[src/rtl/csr_unit_pkg.sv]
// Shared definitions for csr_unit: CSR addresses, Zicsr op encodings, status/pending bit positions.
// CSR_TIMER_EN selects the built-in mtime/mtimecmp timer in csr_unit.
package csr_unit_pkg;

    typedef enum logic [1:0] {
        CSR_OP_READ = 2'b00,
        CSR_OP_RW   = 2'b01,
        CSR_OP_RS   = 2'b10,
        CSR_OP_RC   = 2'b11
    } csr_op_e;

    localparam logic [11:0] CSR_MSTATUS   = 12'h300;
    localparam logic [11:0] CSR_MISA      = 12'h301;
    localparam logic [11:0] CSR_MIE       = 12'h304;
    localparam logic [11:0] CSR_MTVEC     = 12'h305;
    localparam logic [11:0] CSR_MSCRATCH  = 12'h340;
    localparam logic [11:0] CSR_MEPC      = 12'h341;
    localparam logic [11:0] CSR_MCAUSE    = 12'h342;
    localparam logic [11:0] CSR_MTVAL     = 12'h343;
    localparam logic [11:0] CSR_MIP       = 12'h344;
    localparam logic [11:0] CSR_MCYCLE    = 12'hB00;
    localparam logic [11:0] CSR_MINSTRET  = 12'hB02;
    localparam logic [11:0] CSR_MCYCLEH   = 12'hB80;
    localparam logic [11:0] CSR_MINSTRETH = 12'hB82;
    localparam logic [11:0] CSR_MVENDORID = 12'hF11;
    localparam logic [11:0] CSR_MARCHID   = 12'hF12;
    localparam logic [11:0] CSR_MIMPID    = 12'hF13;
    localparam logic [11:0] CSR_MHARTID   = 12'hF14;
    localparam logic [11:0] CSR_MTIME     = 12'h7C0;
    localparam logic [11:0] CSR_MTIMECMP  = 12'h7C1;
    localparam logic [11:0] CSR_MTIMEH    = 12'h7C2;
    localparam logic [11:0] CSR_MTIMECMPH = 12'h7C3;

    localparam int MSTATUS_MIE  = 3;
    localparam int MSTATUS_MPIE = 7;
    localparam int MSTATUS_MPP  = 11;
    localparam int MIP_MSIP     = 3;
    localparam int MIP_MTIP     = 7;
    localparam int MIP_MEIP     = 11;

    localparam logic [11:0] MIE_WMASK = 12'h888;

endpackage

[src/rtl/csr_unit_counter64.sv]
// 64-bit counter with increment enable and low/high/full write ports.
// Any write takes priority over the increment for the whole counter.
module csr_counter64 (
    input  logic        clk,
    input  logic        rst_n,
    input  logic        inc,
    input  logic        wr_lo,
    input  logic        wr_hi,
    input  logic        wr_full,
    input  logic [63:0] wdata,
    output logic [63:0] value
);

    logic [63:0] cnt_r;

    // Counter state: write ports first, otherwise increment.
    always_ff @(posedge clk or negedge rst_n) begin
        if (!rst_n) begin
            cnt_r <= 64'd0;
        end else if (wr_full) begin
            cnt_r <= wdata;
        end else if (wr_lo) begin
            cnt_r <= {cnt_r[63:32], wdata[31:0]};
        end else if (wr_hi) begin
            cnt_r <= {wdata[31:0], cnt_r[31:0]};
        end else if (inc) begin
            cnt_r <= cnt_r + 64'd1;
        end
    end

    assign value = cnt_r;

endmodule

[src/rtl/csr_unit.sv]
// Machine-mode CSR unit: Zicsr RW/RS/RC access, trap/mret state, interrupts, counters.
// Define CSR_TIMER_EN to add mtime/mtimecmp at 0x7C0-0x7C3 driving MTIP.
module csr_unit
    import csr_unit_pkg::*;
#(
    parameter int                XLEN        = 32,
    parameter int                HART_ID     = 0,
    parameter logic [31:0]       MISA_VAL    = 32'h4000_0100,
    parameter logic [XLEN-1:0]   MTVEC_RESET = '0
) (
    input  logic            clk,
    input  logic            rst_n,
    input  logic            csr_req_i,
    input  logic [1:0]      csr_op_i,
    input  logic [11:0]     csr_addr_i,
    input  logic [XLEN-1:0] csr_wdata_i,
    output logic [XLEN-1:0] csr_rdata_o,
    output logic            csr_ack_o,
    output logic            csr_illegal_o,
    input  logic            inst_retire_i,
    input  logic            trap_i,
    input  logic [XLEN-1:0] trap_pc_i,
    input  logic [XLEN-1:0] trap_cause_i,
    input  logic [XLEN-1:0] trap_tval_i,
    input  logic            mret_i,
    output logic [XLEN-1:0] trap_vector_o,
    output logic [XLEN-1:0] mepc_o,
    input  logic            irq_ext_i,
    input  logic            irq_sw_i,
    input  logic            irq_timer_i,
    output logic            irq_pending_o
);

    localparam bit              IS32       = (XLEN == 32);
    localparam logic [XLEN-1:0] MTVEC_MASK = {{(XLEN-2){1'b1}}, 2'b01};
    localparam logic [XLEN-1:0] MEPC_MASK  = {{(XLEN-2){1'b1}}, 2'b00};

    logic            mie_bit_r, mpie_r;
    logic [11:0]     mie_r;
    logic [XLEN-1:0] mtvec_r, mscratch_r, mepc_r, mcause_r, mtval_r;
    logic [XLEN-1:0] rdata_r;
    logic            ack_r, illegal_r, irq_pending_r;

    logic [XLEN-1:0] old_s, wval_s, tvec_base_s;
    logic            known_s, write_en_s, illegal_s, do_write_s, mtip_s;
    logic [12:0]     mstatus_s;
    logic [11:0]     mip_s;
    logic [63:0]     wdata64_s, mcycle_s, minstret_s;

    // Architectural views of mstatus and mip.
    always_comb begin
        mstatus_s = 13'd0;
        mstatus_s[MSTATUS_MIE]        = mie_bit_r;
        mstatus_s[MSTATUS_MPIE]       = mpie_r;
        mstatus_s[MSTATUS_MPP+1 -: 2] = 2'b11;
        mip_s = 12'd0;
        mip_s[MIP_MSIP] = irq_sw_i;
        mip_s[MIP_MTIP] = mtip_s;
        mip_s[MIP_MEIP] = irq_ext_i;
    end

`ifdef CSR_TIMER_EN
    logic [63:0] mtime_s, mtimecmp_r;

    csr_counter64 u_mtime (
        .clk     (clk),
        .rst_n   (rst_n),
        .inc     (1'b1),
        .wr_lo   (IS32 && do_write_s && (csr_addr_i == CSR_MTIME)),
        .wr_hi   (IS32 && do_write_s && (csr_addr_i == CSR_MTIMEH)),
        .wr_full (!IS32 && do_write_s && (csr_addr_i == CSR_MTIME)),
        .wdata   (wdata64_s),
        .value   (mtime_s)
    );

    // mtimecmp resets to all-ones so the timer is quiet until programmed.
    always_ff @(posedge clk or negedge rst_n) begin
        if (!rst_n) begin
            mtimecmp_r <= {64{1'b1}};
        end else if (do_write_s && (csr_addr_i == CSR_MTIMECMP)) begin
            mtimecmp_r <= IS32 ? {mtimecmp_r[63:32], wdata64_s[31:0]} : wdata64_s;
        end else if (IS32 && do_write_s && (csr_addr_i == CSR_MTIMECMPH)) begin
            mtimecmp_r <= {wdata64_s[31:0], mtimecmp_r[31:0]};
        end
    end

    assign mtip_s = (mtime_s >= mtimecmp_r);
`else
    assign mtip_s = irq_timer_i;
`endif

    // Old-value read mux and address decode.
    always_comb begin
        old_s   = '0;
        known_s = 1'b1;
        case (csr_addr_i)
            CSR_MSTATUS:  old_s = XLEN'(mstatus_s);
            CSR_MISA:     old_s = XLEN'(MISA_VAL);
            CSR_MIE:      old_s = XLEN'(mie_r);
            CSR_MTVEC:    old_s = mtvec_r;
            CSR_MSCRATCH: old_s = mscratch_r;
            CSR_MEPC:     old_s = mepc_r;
            CSR_MCAUSE:   old_s = mcause_r;
            CSR_MTVAL:    old_s = mtval_r;
            CSR_MIP:      old_s = XLEN'(mip_s);
            CSR_MCYCLE:   old_s = mcycle_s[XLEN-1:0];
            CSR_MINSTRET: old_s = minstret_s[XLEN-1:0];
            CSR_MCYCLEH: begin
                if (IS32) old_s = XLEN'(mcycle_s[63:32]);
                else      known_s = 1'b0;
            end
            CSR_MINSTRETH: begin
                if (IS32) old_s = XLEN'(minstret_s[63:32]);
                else      known_s = 1'b0;
            end
            CSR_MVENDORID, CSR_MARCHID, CSR_MIMPID: old_s = '0;
            CSR_MHARTID:  old_s = XLEN'(HART_ID);
`ifdef CSR_TIMER_EN
            CSR_MTIME:    old_s = mtime_s[XLEN-1:0];
            CSR_MTIMECMP: old_s = mtimecmp_r[XLEN-1:0];
            CSR_MTIMEH: begin
                if (IS32) old_s = XLEN'(mtime_s[63:32]);
                else      known_s = 1'b0;
            end
            CSR_MTIMECMPH: begin
                if (IS32) old_s = XLEN'(mtimecmp_r[63:32]);
                else      known_s = 1'b0;
            end
`endif
            default:      known_s = 1'b0;
        endcase
    end

    // New value and whether the access performs a write at all.
    always_comb begin
        wval_s     = '0;
        write_en_s = 1'b0;
        case (csr_op_e'(csr_op_i))
            CSR_OP_RW: begin
                wval_s     = csr_wdata_i;
                write_en_s = 1'b1;
            end
            CSR_OP_RS: begin
                wval_s     = old_s | csr_wdata_i;
                write_en_s = (csr_wdata_i != '0);
            end
            CSR_OP_RC: begin
                wval_s     = old_s & ~csr_wdata_i;
                write_en_s = (csr_wdata_i != '0);
            end
            default: begin
                wval_s     = '0;
                write_en_s = 1'b0;
            end
        endcase
    end

    assign illegal_s  = csr_req_i && (!known_s || (write_en_s && (csr_addr_i[11:10] == 2'b11)));
    assign do_write_s = csr_req_i && write_en_s && !illegal_s && !trap_i && !mret_i;
    assign wdata64_s  = 64'(wval_s);

    csr_counter64 u_mcycle (
        .clk     (clk),
        .rst_n   (rst_n),
        .inc     (1'b1),
        .wr_lo   (IS32 && do_write_s && (csr_addr_i == CSR_MCYCLE)),
        .wr_hi   (IS32 && do_write_s && (csr_addr_i == CSR_MCYCLEH)),
        .wr_full (!IS32 && do_write_s && (csr_addr_i == CSR_MCYCLE)),
        .wdata   (wdata64_s),
        .value   (mcycle_s)
    );

    csr_counter64 u_minstret (
        .clk     (clk),
        .rst_n   (rst_n),
        .inc     (inst_retire_i),
        .wr_lo   (IS32 && do_write_s && (csr_addr_i == CSR_MINSTRET)),
        .wr_hi   (IS32 && do_write_s && (csr_addr_i == CSR_MINSTRETH)),
        .wr_full (!IS32 && do_write_s && (csr_addr_i == CSR_MINSTRET)),
        .wdata   (wdata64_s),
        .value   (minstret_s)
    );

    // Trap state and CSR storage; trap beats mret beats a CSR write.
    always_ff @(posedge clk or negedge rst_n) begin
        if (!rst_n) begin
            mie_bit_r  <= 1'b0;
            mpie_r     <= 1'b0;
            mie_r      <= 12'd0;
            mtvec_r    <= MTVEC_RESET;
            mscratch_r <= '0;
            mepc_r     <= '0;
            mcause_r   <= '0;
            mtval_r    <= '0;
        end else if (trap_i) begin
            mepc_r    <= trap_pc_i & MEPC_MASK;
            mcause_r  <= trap_cause_i;
            mtval_r   <= trap_tval_i;
            mpie_r    <= mie_bit_r;
            mie_bit_r <= 1'b0;
        end else if (mret_i) begin
            mie_bit_r <= mpie_r;
            mpie_r    <= 1'b1;
        end else if (do_write_s) begin
            case (csr_addr_i)
                CSR_MSTATUS: begin
                    mie_bit_r <= wval_s[MSTATUS_MIE];
                    mpie_r    <= wval_s[MSTATUS_MPIE];
                end
                CSR_MIE:      mie_r      <= wval_s[11:0] & MIE_WMASK;
                CSR_MTVEC:    mtvec_r    <= wval_s & MTVEC_MASK;
                CSR_MSCRATCH: mscratch_r <= wval_s;
                CSR_MEPC:     mepc_r     <= wval_s & MEPC_MASK;
                CSR_MCAUSE:   mcause_r   <= wval_s;
                CSR_MTVAL:    mtval_r    <= wval_s;
                default:      ;
            endcase
        end
    end

    // Registered response and interrupt-pending flag.
    always_ff @(posedge clk or negedge rst_n) begin
        if (!rst_n) begin
            ack_r         <= 1'b0;
            illegal_r     <= 1'b0;
            rdata_r       <= '0;
            irq_pending_r <= 1'b0;
        end else begin
            ack_r         <= csr_req_i;
            illegal_r     <= illegal_s;
            rdata_r       <= (csr_req_i && !illegal_s) ? old_s : '0;
            irq_pending_r <= mie_bit_r && ((mip_s & mie_r) != 12'd0);
        end
    end

    assign tvec_base_s   = {mtvec_r[XLEN-1:2], 2'b00};
    assign trap_vector_o = (mtvec_r[0] && trap_cause_i[XLEN-1])
                         ? tvec_base_s + {trap_cause_i[XLEN-3:0], 2'b00}
                         : tvec_base_s;
    assign mepc_o        = mepc_r;
    assign csr_rdata_o   = rdata_r;
    assign csr_ack_o     = ack_r;
    assign csr_illegal_o = illegal_r;
    assign irq_pending_o = irq_pending_r;

endmodule

[config.mk]
export PLATFORM = sky130hd
export DESIGN_NAME = csr_unit
export DESIGN_NICKNAME = d
export VERILOG_FILES = /design/src/rtl/csr_unit_pkg.sv /design/src/rtl/csr_unit_counter64.sv /design/src/rtl/csr_unit.sv
export SDC_FILE = /design/constraint.sdc
export NUM_CORES = 1
export LEC_CHECK = 0
export CORE_MARGIN = 1
export CORE_UTILIZATION = 40
export CTS_CLUSTER_DIAMETER = 200
export CTS_CLUSTER_SIZE = 25
export DETAILED_ROUTE_END_ITERATION = 6
export REMOVE_ABC_BUFFERS = 1
export SLEW_MARGIN = 40
export SYNTH_ARGS = -nofsm -noshare
export SYNTH_HDL_FRONTEND = slang
export SYNTH_SLANG_ARGS = --single-unit
[constraint.sdc]
create_clock -name clk -period 9.15 [get_ports clk]
set_clock_uncertainty 0.1 [all_clocks]
set_input_delay 2.2875 -clock clk [delete_from_list [all_inputs] [get_ports clk]]
set_output_delay 2.2875 -clock clk [all_outputs]
set_load 0.05 [all_outputs]
==> impl_results.md, run 1 <==
* Outcome: finished, violations left
* Clk buf depth at 3
* DRT iter0 DRCs at about 2100
* Post-CTS sizing at 0
* Failing checks: DRC
* Share of the synthesized area in the top cell type at 40.2%
* Crit path buf inv count at 3
* Crit. End Element: primary output
* Crit path max fanout at 3
* Gr usage total at 32.7%
* Final TNS setup at 0 ns
* Net Sw Power at 0.000874 W
* Least-Margin Pin Slew at 0.902 ns
* Die Span Y at between 200 and 250 µm
* WL met1 at 35.6 mm
* Endpoints failing setup at 0
* Area contributors post-synth: dfrtp_1 (40%), nand2_1 (7.1%), o21ai_0 (6.4%)
* Final period util at between 90 and 100%
* Clock slew at reported path FFs at approximately 0.11 ns
* Largest net degree at the start of global routing at approximately 110
* H-tree levels at 1
* VDD IR max at ~120 µV
* Port buffer count at ~240
* PnR worst setup slack at roughly 0.46 ns
* Clock power frac at just under 30%
* Routed met2 length at around 37 mm
* Rows at 82
* Number of antenna violations at the first check in global routing at 2
* Slew margin rel. at between 30% and 40%
* Met3 wire len at around 7.5 mm
* Share of layout cells above drive strength 1 at between 7 and 8%
* P_int at between 0.002 and 0.0025 W
* Cells on Worst Hold Path at 2
* Min Clock Period, post-route at roughly 8.7 ns
* Wirelength per Cell at roughly 26 µm
* First-pass GRT wire length at about 120 mm
* Leakage at 9.96 nW
* Post-Syn Area at slightly above 0.02 mm²
* Worst path max stage delay at between 0.8 and 0.9 ns
* Crit path kind: input port to primary output
* Unrepaired setup endpoints after global routing: no
* Critical path, cell by cell: clkdlybuf4s50_1 > ha_1 > inv_1 > fa_1 > nor2b_1 > o31a_1 > o21a_1 > o311a_1 > o21ai_0 > a31oi_1 > xnor2_1 > o21ai_0 > clkdlybuf4s50_1
* Crit path arrival time at about 6.3 ns
* Total Wirelength at 84.9 mm
* Vias per cell at ~6.2
* Number of hold buffers added after cts at 0
* Nets at 2718
* Die area at just over 0.05 mm²
* Number of diodes at 0
* Worst reg-to-reg path cell count at 8
* Synth-to-Final Area Change at 17.8%
* Combinational power share at 16.0%
* Sequential power share at roughly 55%
* Final ANT Viol Nets at 0
* CP Launch Type: input port
* Top FF cell, synth: dfrtp_1
* CTS sink cnt at approximately 330
* Fin. Hold Viols at 0
* EDFF count, synth at 0
* Root Buffer: clkbuf_16
* Syn Area/Cell at ~8.5 µm²
* Initial Utilization at 40.5%
* Top sig layer: met5
* Post-DP HPWL at slightly above 60 mm
* Asr flop ratio synth at between 90% and 100%
* Placed Area at 0.0233 mm²
* Clk_lat worst skew at between 0.5 and 0.6 ns
* Levels on crit path at 13
* FMAX at roughly 120 MHz
* Number of remaining DRC errors at 16
* Grt ovf at 0
* Synth unique cells at 90
* Sequential share of the synthesized area at between 40% and 50%
* Detailed-route via count at 20000
* Worst EP required at slightly below 7 ns
* Worst path slowest cell: clkdlybuf4s50_1
* Total CTS buffers at 16
* Cell Pwr Density at about 120 mW/mm²
* Min-Delay Path Class: flip-flop to flip-flop
* Most area-hungry cell type in the Yosys netlist: dfrtp_1
* # Post-CTS Setup Buffers at 0
* Pins Over Slew Limit at 0
* Hold Worst Slack at around 0.4 ns
* DR pass1 iterations at 7
* Top-level I/O count at between 200 and 300
* FILL cells at ~4900
* Post-route cell area at approximately 0.024 mm²
* Post-Synthesis Cells at around 2400
* Vias in the first global route at about 19000
* Switching portion of total power at ~30%
* Place WS at between 0.5 and 0.6 ns
* Family with the most delay on the worst path: compound AO/OA/AOI/OAI gates
* Core footprint at approximately 0.050 mm²
* CTS tree: built
* Max Cap Violations at 0
* Die width at around 230 µm
* #FFs+latches synth at roughly 330
* Placer's final routability congestion estimate at around 0.96
* YS warnings at 0
cell type report:
type	count	area (µm²)	share of cell area, %
clock buffer	17	425	1.79
inverter	37	139	0.583
multi-input combinational	1851	11300	47.5
sequential	325	8130	34.1
tap	672	841	3.53
timing repair buffer	304	2970	12.5
power groups by stage:
stage	Combinational, W	Clock [W]	Sequential, W
4_1_cts	0.000456	0.000854	0.00157
3_5_place_dp	0.000454	0	0.00160
6_report	0.000461	0.000844	0.00158
5_1_grt	0.000497	0.000891	0.00159
2_1_floorplan	0.000169	0	0.00162
3_3_place_gp	0.000444	0	0.00160
kinds of logic after synthesis:
group	after synthesis	synth area share, %
AND/OR/NAND/NOR	910	22.0
XOR/XNOR	81	3.51
other	1	0.0185
multiplexers	128	6.61
flip-flops	325	40.2
AO/OA/AOI/OAI	696	21.4
adder cells (fa/ha/maj)	32	2.02
buffers and inverters	204	4.28
worst paths after layout:
path	from	slack, ns	endpoint
hold reg to reg	mscratch_r[20]$_DFFE_PN0P_	0.39	mscratch_r[20]$_DFFE_PN0P_
setup / recovery	trap_cause_i[0]	0.46	trap_vector_o[28]
min in group asynchronous	rst_n	1.49	csr_rdata_o[5]$_DFF_PN0_
setup reg to reg	u_minstret.value[8]$_DFFE_PN0P_	4.87	u_minstret.value[59]$_DFFE_PN0P_
max in group asynchronous	rst_n	6.05	mcause_r[24]$_DFFE_PN0P_
hold / removal	mscratch_r[20]$_DFFE_PN0P_	0.39	mscratch_r[20]$_DFFE_PN0P_
through the flow:
step	util, %	total power [W]	std cells
detailed placement	46.7	0.00206	3187
global route	47.7	0.00297	3206
finish	47.7	0.00288	3206
CTS	47.6	0.00288	3204
global placement	46.6	0.00204	3186
floorplan	-	0.00179	2213
worst reg2reg max path: cells and delay by family, from the launching register on:
kind / cells / cell delay [ns]
flip-flops: 1 / 0.52
AO/OA/AOI/OAI: 2 / 0.31
AND/OR/NAND/NOR: 6 / 3.21
cell usage after synthesis (13+ instances only):
cell and number:
nor2_1 146, clkbuf_1 105, a222oi_1 32, xnor2_1 41, dfrtp_1 325, a21oi_1 160
and3_1 51, and2_1 17, ha_1 31, o21a_1 13, mux2i_1 83, nand2_1 383
o21ai_0 259, nand3_1 90, xor2_1 40, buf_2 43, inv_1 36, nand4_1 35
mux2_2 45, a22oi_1 57, nor3_1 40, o22ai_1 17, nor4_1 21, a22o_1 14
nor2b_1 23, a21o_1 14, o21ai_1 18, and4_1 22
placed cells by master, fill, tap and decap left out, types with 31 or more instances in the layout:
cell,Yosys,final
nor3_1,40,39
nand4_1,35,35
a222oi_1,32,32
dfrtp_1,325,325
inv_1,36,35
clkdlybuf4s50_1,0,235
nand3_1,90,90
nand2_1,383,378
a22oi_1,57,57
o21ai_0,259,259
mux2_2,45,45
ha_1,31,31
xor2_1,40,40
buf_4,10,57
and3_1,51,49
a21oi_1,160,159
xnor2_1,41,41
nor2_1,146,144
mux2i_1,83,83
registers in the layout (all words and copies together), names as in the netlist:
signal	count
mcause_r	32
csr_rdata_o	32
mpie_r	1
mie_r	3
u_minstret.value	64
mtval_r	32
mepc_o	30
mtvec_r	31
mie_bit_r	1
csr_illegal_o	1
mscratch_r	32
u_mcycle.value	64
csr_ack_o	1
irq_pending_o	1
layer usage:
layer	up-vias	global-route usage, %
met3	189	5.79
li1	8952	-
met4	4	14.6
met2	971	50.0
met1	9907	44.9
met5	-	0
No activity file was read; power rests on OpenSTA's default activity.
==> inputs of run 2 (changes only) <==
- CORE_UTILIZATION: 40 -> 50
- CTS_CLUSTER_DIAMETER: 200 -> unset
- PLACE_DENSITY: unset -> 0.73
==> run 2 against run 1 <==
  * Clock-buffer cell count is 33 higher
  * Clock power grew 97%
  * Combinational power about the same
  * Utilization is 14 points higher
  * Non-clock buffer count shrank 2
  * Maximum frequency fell by 1.9%
  * Sequential cell count is the same
  * Setup slack lost 0.17 ns
  * Die area fell by 20%
  * Critical endpoint is now trap_vector_o[30]
  * Largest power group is now clock
  * The flow still finishes with violations (DRC)
==> impl_results.md, run 2 (same netlist as run 1, synthesis figures left out) <==
* Outcome: finished, violations left
* Failing checks: DRC
* Clk_lat worst skew at roughly 0.57 ns
* Min-Delay Path Class: flip-flop to flip-flop
* Post-DP HPWL at between 50 and 60 mm
* CTS sink cnt at 325
* Hold Worst Slack at slightly below 0.4 ns
* Number of hold buffers added after cts at 0
* # Post-CTS Setup Buffers at 0
* Synth-to-Final Area Change at 21.7%
* P_int at ~0.0027 W
* H-tree levels at 2
* Endpoints failing setup at 0
* Clock power frac at approximately 45%
* Final TNS setup at 0 ns
* CP Launch Type: input port
* Root Buffer: clkbuf_16
* Final ANT Viol Nets at 0
* Placer's final routability congestion estimate at about 0.99
* Port buffer count at roughly 240
* Top-level I/O count at 250
* Net Sw Power at approximately 0.0010 W
* Combinational power share at about an eighth
* Number of remaining DRC errors at 1
* Pins Over Slew Limit at 0
* Nets at 2739
* Share of layout cells above drive strength 1 at under 10%
* Crit path arrival time at 6.47 ns
* Unrepaired setup endpoints after global routing: no
* First-pass GRT wire length at 122 mm
* Total Wirelength at between 80 and 90 mm
* Core footprint at 0.0398 mm²
* DR pass1 iterations at 7
* Clock slew at reported path FFs at about 0.06 ns
* Slew margin rel. at around 33%
* Fin. Hold Viols at 0
* FMAX at between 100 and 150 MHz
* Worst R2R Setup Slack at roughly 4.6 ns
* Most common cell after layout, fill and taps aside: nand2_1
* Rows at 73
* Die area at ~0.041 mm²
* Die Span Y at ~200 µm
* Crit path max fanout at 3
* Grt ovf at 0
* Leakage at ~10 nW
* Vias in the first global route at ~20000
* Number of antenna violations at the first check in global routing at 3
* Util after Layout at 61.8%
* Switching portion of total power at a little over a quarter
* VDD IR max at approximately 180 µV
* Crit. End Element: primary output
* Final period util at 96.8%
* Detailed-route via count at 20500
* Worst EP required at approximately 6.8 ns
* Vias per cell at 6.60
* Total CTS buffers at 39
* Cell Pwr Density at roughly 150 mW/mm²
* Least-Margin Pin Slew at just under 1 ns
* Sequential power share at roughly 43%
* Number of diodes at 0
* DRT iter0 DRCs at 2439
* Max Cap Violations at 0
* Post-CTS sizing at 0
* Gr usage total at 39.3%
* Min Clock Period, post-route at just under 9 ns
* CTS tree: built
* Clk buf depth at 3
* Largest net degree at the start of global routing at 100
* Wirelength per Cell at 26.1 µm
* Initial Utilization at around half
* Die width at 203 µm
* Crit path kind: input port to primary output
* Commonest cells after routing, fill and taps aside: nand2_1 (379), dfrtp_1 (325), o21ai_0 (258), clkdlybuf4s50_1 (238), a21oi_1 (159)
## run 2: cell count changes in the layout (fill, tap and decap cells not counted), sizes merged
cell           before  now
clkdlybuf4s50     235  238
inv                37   38
clkbuf             18   51
bufinv              0    6
buf                68   63
clkinvlp            0    2
clkinv              0    9
## run 2: worst max-delay path: stages
cell and delay [ns]:
clkdlybuf4s50_1 0.50, ha_1 0.27, inv_1 0.08, fa_1 0.41, nor2b_1 0.17, o31a_1 0.17
o21a_1 0.25, o311a_1 0.45, o21ai_0 0.19, a31oi_1 0.37, a31oi_1 0.19, xor2_1 0.17
o21ai_0 0.15, clkdlybuf4s50_1 0.83
## run 2: final timing paths
path	from	to	depth (start not counted)
min in group asynchronous	rst_n	csr_rdata_o[4]$_DFF_PN0_	1
worst max-delay path	trap_cause_i[0]	trap_vector_o[30]	14
worst min register to register	mscratch_r[16]$_DFFE_PN0P_	mscratch_r[16]$_DFFE_PN0P_	2
max in group asynchronous	rst_n	u_minstret.value[18]$_DFFE_PN0P_	4
worst max register to register	u_minstret.value[8]$_DFFE_PN0P_	u_minstret.value[59]$_DFFE_PN0P_	8
worst min-delay path	mscratch_r[16]$_DFFE_PN0P_	mscratch_r[16]$_DFFE_PN0P_	2
## run 2: metal layers
layer	GRT usage [%]	share of wire, %	up-vias
met3	9.31	11	276
met1	52.3	40	10000
met4	21.7	5.9	4
met5	0	0.049	-
met2	59.1	43	1228
li1	-	-	8987
## run 2: cell type report
type,instances,area (µm²)
Multi-Input combinational cell,1851,11300
Sequential cell,325,8130
Clock inverter,18,264
Fill cell,3503,15200
Tap cell,525,657
Timing Repair Buffer,302,3000
Clock buffer,50,1090
Inverter,37,139
## run 2: power groups by stage
stage / registers (W) / clock network [W] / logic (W)
after floorplan: 0.00162 / 0 / 0.000169
after global placement: 0.00160 / 0 / 0.000434
after detailed placement: 0.00160 / 0 / 0.000449
after CTS: 0.00158 / 0.00167 / 0.000451
after global routing: 0.00158 / 0.00173 / 0.000491
final: 0.00158 / 0.00166 / 0.000459
## run 2: metrics by stage
stage	setup WS (ns)	power (W)	area [µm²]	instances
finish	0.293	0.00370	24600	3108
detailed placement	0.392	0.00205	23200	3038
global placement	0.441	0.00203	23100	3035
global route	0.170	0.00381	24600	3108
CTS	0.391	0.00370	24600	3106
floorplan	1.44	0.00179	19500	2213
